`src/rtl/key_scan_pkg.sv`:
```
// key_scan_pkg: shared state type, pin constants and one-hot-low decode for key_scan_ctrl
package key_scan_pkg;
  typedef enum logic [1:0] {SCAN, DEBOUNCE, HELD} state_e;
  localparam logic [3:0] ROW_IDLE  = 4'b1111;
  localparam logic [3:0] COL_RESET = 4'b1110;
  typedef struct packed {
    logic       vld;
    logic [1:0] idx;
  } onehot_t;
  function automatic onehot_t onehot_low(input logic [3:0] p);
    onehot_t r;
    r.vld = 1'b0;
    r.idx = 2'd0;
    for (int i = 0; i < 4; i++)
      if (p == ~(4'b0001 << i)) begin
        r.vld = 1'b1;
        r.idx = 2'(i);
      end
    return r;
  endfunction
endpackage

```
`src/rtl/key_row_sync.sv`:
```
// key_row_sync: 2-flop synchroniser for the asynchronous active-low keypad rows
module key_row_sync
  import key_scan_pkg::*;
(
  input  logic       clk,
  input  logic       rst,
  input  logic [3:0] row_i,
  output logic [3:0] row_s_o
);
  logic [3:0] s1_q, s2_q;
  always_ff @(posedge clk or posedge rst)
    if (rst) begin
      s1_q <= ROW_IDLE;
      s2_q <= ROW_IDLE;
    end else begin
      s1_q <= row_i;
      s2_q <= s1_q;
    end
  assign row_s_o = s2_q;
endmodule

```
`src/rtl/key_scan_ctrl.sv`:
```
// key_scan_ctrl: sequenced, debounced 4x4 keypad scanner emitting one key_valid pulse per press.
// Define KEY_SCAN_REPEAT_EN to re-pulse key_valid every REPEAT_SLOTS held samples.
module key_scan_ctrl
  import key_scan_pkg::*;
#(
  parameter int SCAN_DIV     = 50_000,
  parameter int DEBOUNCE_CNT = 5,
  parameter int REPEAT_SLOTS = 500
) (
  input  logic       clk,
  input  logic       rst,
  input  logic [3:0] row_i,
  output logic [3:0] col_o,
  output logic [3:0] key_code_o,
  output logic       key_valid_o,
  output logic       key_down_o
);
  localparam int SW = $clog2(SCAN_DIV);
  localparam int CW = $clog2(DEBOUNCE_CNT + 1);
  localparam logic [SW-1:0] SLOT_LAST = SW'(SCAN_DIV - 1);
  localparam logic [CW-1:0] DB_LAST   = CW'(DEBOUNCE_CNT - 1);
  state_e        state_q, state_d;
  logic [SW-1:0] slot_q, slot_d;
  logic [1:0]    col_q, col_d;
  logic [3:0]    cand_q, cand_d, code_q, code_d, row_s;
  logic [CW-1:0] stab_q, stab_d, rel_q, rel_d;
  logic          valid_q, valid_d, down_q, down_d;
  logic          sample, match, rel_done, acc, rep_hit;
  onehot_t       oh;
  key_row_sync u_sync (.clk(clk), .rst(rst), .row_i(row_i), .row_s_o(row_s));
  assign sample   = slot_q == SLOT_LAST;
  assign slot_d   = sample ? '0 : slot_q + 1'b1;
  assign oh       = onehot_low(row_s);
  assign match    = row_s == cand_q;
  assign rel_done = row_s == ROW_IDLE && rel_q == DB_LAST;
  // a single debounce sample means the capture itself accepts the key
  assign acc = sample && ((state_q == SCAN && oh.vld && DB_LAST == '0) ||
                          (state_q == DEBOUNCE && match && stab_q == DB_LAST));
`ifdef KEY_SCAN_REPEAT_EN
  localparam int RW = $clog2(REPEAT_SLOTS + 1);
  localparam logic [RW-1:0] REP_LAST = RW'(REPEAT_SLOTS - 1);
  logic [RW-1:0] rep_q, rep_d;
  assign rep_hit = sample && state_q == HELD && match && rep_q == REP_LAST;
  always_comb begin
    rep_d = rep_q;
    if (sample && state_q == HELD) rep_d = match && rep_q != REP_LAST ? rep_q + 1'b1 : '0;
    if (acc) rep_d = '0;
  end
  always_ff @(posedge clk or posedge rst)
    if (rst) rep_q <= '0;
    else rep_q <= rep_d;
`else
  logic unused_rep;
  assign unused_rep = ^REPEAT_SLOTS;
  assign rep_hit    = 1'b0;
`endif
  always_comb begin
    state_d = state_q;
    col_d   = col_q;
    cand_d  = cand_q;
    stab_d  = stab_q;
    rel_d   = rel_q;
    code_d  = code_q;
    down_d  = down_q;
    valid_d = acc || rep_hit;
    if (sample)
      case (state_q)
        SCAN: begin
          state_d = oh.vld ? DEBOUNCE : SCAN;
          col_d   = oh.vld ? col_q : col_q + 1'b1;
          cand_d  = oh.vld ? row_s : cand_q;
          stab_d  = CW'(oh.vld);
        end
        DEBOUNCE: begin
          state_d = match ? DEBOUNCE : SCAN;
          col_d   = match ? col_q : col_q + 1'b1;
          stab_d  = match ? stab_q + 1'b1 : '0;
        end
        HELD: begin
          rel_d   = row_s == ROW_IDLE && !rel_done ? rel_q + 1'b1 : '0;
          state_d = rel_done ? SCAN : HELD;
          col_d   = rel_done ? '0 : col_q;
          down_d  = !rel_done;
        end
        default: state_d = SCAN;
      endcase
    if (acc) begin
      state_d = HELD;
      stab_d  = '0;
      rel_d   = '0;
      down_d  = 1'b1;
      code_d  = {oh.idx, col_q};
    end
  end
  always_ff @(posedge clk or posedge rst)
    if (rst) begin
      state_q <= SCAN;
      slot_q  <= '0;
      col_q   <= '0;
      cand_q  <= ROW_IDLE;
      stab_q  <= '0;
      rel_q   <= '0;
      code_q  <= '0;
      valid_q <= 1'b0;
      down_q  <= 1'b0;
    end else begin
      state_q <= state_d;
      slot_q  <= slot_d;
      col_q   <= col_d;
      cand_q  <= cand_d;
      stab_q  <= stab_d;
      rel_q   <= rel_d;
      code_q  <= code_d;
      valid_q <= valid_d;
      down_q  <= down_d;
    end
  assign col_o       = ~(~COL_RESET << col_q);
  assign key_code_o  = code_q;
  assign key_valid_o = valid_q;
  assign key_down_o  = down_q;
endmodule

```
`config.mk`:
```
export PLATFORM = sky130hd
export DESIGN_NAME = key_scan_ctrl
export DESIGN_NICKNAME = d
export VERILOG_FILES = /design/src/rtl/key_scan_pkg.sv /design/src/rtl/key_row_sync.sv /design/src/rtl/key_scan_ctrl.sv
export SDC_FILE = /design/constraint.sdc
export NUM_CORES = 1
export LEC_CHECK = 0
export CAP_MARGIN = 15
export CORE_UTILIZATION = 35
export CTS_CLUSTER_DIAMETER = 30
export DETAILED_ROUTE_END_ITERATION = 16
export GPL_ROUTABILITY_DRIVEN = 0
export HOLD_SLACK_MARGIN = 0.1
export SKIP_LAST_GASP = 1
export SLEW_MARGIN = 30
export SYNTH_ARGS = -nofsm -noshare
export SYNTH_HDL_FRONTEND = slang
export SYNTH_SLANG_ARGS = --single-unit
```
`constraint.sdc`:
```
create_clock -name clk -period 1.9 [get_ports clk]
set_input_delay 0.57 -clock clk [delete_from_list [all_inputs] [get_ports clk]]
set_output_delay 0.57 -clock clk [all_outputs]
set_load 0.01 [all_outputs]
```
==> metrics <==
area of the multi-input gates 1002 sq um; status complete, no violations; sequential fraction of the synthesis area 0.5103; Max Root-Sink Buffers 2; die area 6569 sq um; Synth Warn # 0; DR DRC count 0; Sink Count 44; ANT nets after route 0; largest net degree at the start of global routing 45; gr usage total 0.1270; synthesized instance count 186; headroom to the max-slew limit 0.7292; synthesized flop and latch total 44; clock buffer count from CTS 5; Final Power 1.594 mW; synthesis-to-layout area growth 20.14%; H-tree levels 2; commonest cells after routing, fill and taps aside 32 x dfrtp_1, 17 x buf_4, 16 x nor2_1, 13 x nand2_1, 12 x dfstp_2; Core Box Area 5991 sq um; initial DRC count 36; Clock Latency Late Sink 0.30 ns; synthesized cell area 2187 sq um; vias in the first global route 1,346; vias after detailed routing 1,362; wire length of the first global-routing pass 6182 um; placed cell area 2502 sq um; clock root buffer clkbuf_8; first-pass detailed-route iteration total 4; setup tns final 0 ns; num ports 16; TritonCTS clock tree built; Tcrit/Tclk final 0.9833; FMAX 535.2 MHz; Critical Setup Path Class reg -> out; Lkg Pwr 1.194 nW; count of unique library cells instantiated by Yosys 47; CP Data Required Time 1.33 ns; Die Y 81.05 um; CP max FO 2; Initial Util 0.3651; Peak supply drop 349.0 uV; CP endpoint kind output port; min Tclk post-route 1.868 ns; most common cell after layout, fill and taps aside dfrtp_1; syn nets 201; WL/cell 11.85 um; CTS clock-pin slew for the worst setup and hold paths 0.08 ns; initial antenna violation count 0; Startpoint Class register; # diodes 0; worst slew pin tran 0.4028 ns; Fin. Hold Viols 0; placed cell count 284; design area 2628 sq um; power density over the cells 606.6 nW/um^2; Synth Flop Type dfrtp_1; CP Data Arrival Time 1.30 ns; hold crit path type reg -> reg; number of synthesized flops with an enable pin 0; Via density 4.570; IO buf count 15; synthesized area per cell 11.76 sq um; fillers 559; # rows 28; WL final 3532 um; sequential cell area 1116 sq um; RSZ-0062 raised after global routing true; dpl hpwl 2534 um; Layout Nets 237; hold buffers post-CTS 0; max_cap viols 0; Async S/R FF share, synth 1.000; Slew Viols, Final 0; Final Skew 0.006813 ns; die width 81.05 um; fraction of layout cells with a size suffix above 1 0.2825; # setup viols final 0; final cell count without fillers 298; grt ovf 0
==> worst paths after layout <==
kind | startpoint | to | slack, ns | cells after the start
setup / recovery | col_q[0]$_DFFE_PP0P_ | col_o[3] | 0.03 | 4
hold / removal | u_sync.s1_q[1]$_DFF_PP1_ | u_sync.row_s_o[1]$_DFF_PP1_ | 0.36 | 0
setup reg to reg | u_sync.row_s_o[0]$_DFF_PP1_ | key_code_o[1]$_DFFE_PP0N_ | 0.05 | 5
hold reg to reg | u_sync.s1_q[1]$_DFF_PP1_ | u_sync.row_s_o[1]$_DFF_PP1_ | 0.36 | 0
max in group asynchronous | rst | u_sync.row_s_o[0]$_DFF_PP1_ | 1.03 | 3
min in group asynchronous | rst | slot_q[11]$_DFF_PP0_ | 0.60 | 3
==> worst max-delay path: stages, from the launching register on <==
cell           delay, ns
dfrtp_1             0.39
buf_4               0.14
ha_1                0.18
inv_1               0.04
dlygate4sd2_1       0.25
==> logic make-up after synthesis <==
group	count (synthesis)	share of synthesized area
compound gates	18	0.05720
mux	10	0.06408
flops	44	0.5103
xor+xnor	21	0.08409
fa+ha+maj	9	0.05149
simple gates	68	0.1980
buf+inv	16	0.03489
==> per-layer routing <==
metal	vias to the layer above	global-route usage	wire (um)
met3	7	0.04719	126
met5	-	0	0
met1	632	0.1633	1714
li1	705	-	-
met2	18	0.1933	1631
met4	0	0.04821	60
==> sequential cells by signal, indices dropped and copies added (netlist names) <==
register and flops:
slot_q 16, cand_q 4, key_code_o 4, u_sync.row_s_o 4
u_sync.s1_q 4, rel_q 3, stab_q 3, col_q 2
state_q 2, key_down_o 1, key_valid_o 1
==> where the power goes <==
group	switching (mW)	total [mW]	leakage, nW	internal [mW]
registers	0.00797	0.960	0.558	0.952
clock network	0.315	0.573	0.0455	0.258
logic	0.0336	0.0612	0.591	0.0276
==> final cells by class <==
class | instances | area share
clock inverter | 2 | 0.004286
timing repair buffer | 33 | 0.1090
tap | 75 | 0.03571
sequential | 44 | 0.4248
clock buffer | 6 | 0.02762
multi-input combinational | 126 | 0.3814
inverter | 12 | 0.01714
==> synth_stat cells, types with 2 or more instances <==
library cell  count  area share
dfrtp_1          32        0.37
nor2_1           16       0.027
nand2_1          13       0.022
dfstp_2          12        0.14
inv_1            12       0.021
xor2_1           11       0.044
nand3_1          10       0.023
xnor2_1          10       0.040
ha_1              9       0.051
mux2_4            8       0.055
o22ai_1           4       0.011
and3_1            3      0.0086
nand2b_1          3      0.0086
nand4_1           3      0.0086
a21o_1            2      0.0069
and4bb_2          2       0.011
buf_4             2      0.0069
mux2i_1           2      0.0092
nand4b_2          2       0.014
o21ai_0           2      0.0046
o31ai_1           2      0.0069
==> per-stage QoR <==
stage	setup slack (ns)	hold slack, ns	util
after floorplan	0.1906	0.3452	-
after global placement	0.1096	0.3460	0.4177
after detailed placement	0.06475	0.3468	0.4177
after CTS	-0.06892	0.3590	0.4346
after global routing	-0.05534	0.3627	0.4386
final	0.03170	0.3580	0.4386
==> timing repair <==
item,in CTS,in global routing
setup endpoints to repair,4,8
setup buffers,3,3
pin swaps,0,3
resized for setup,4,7
Power figures use the tool's default switching activity.
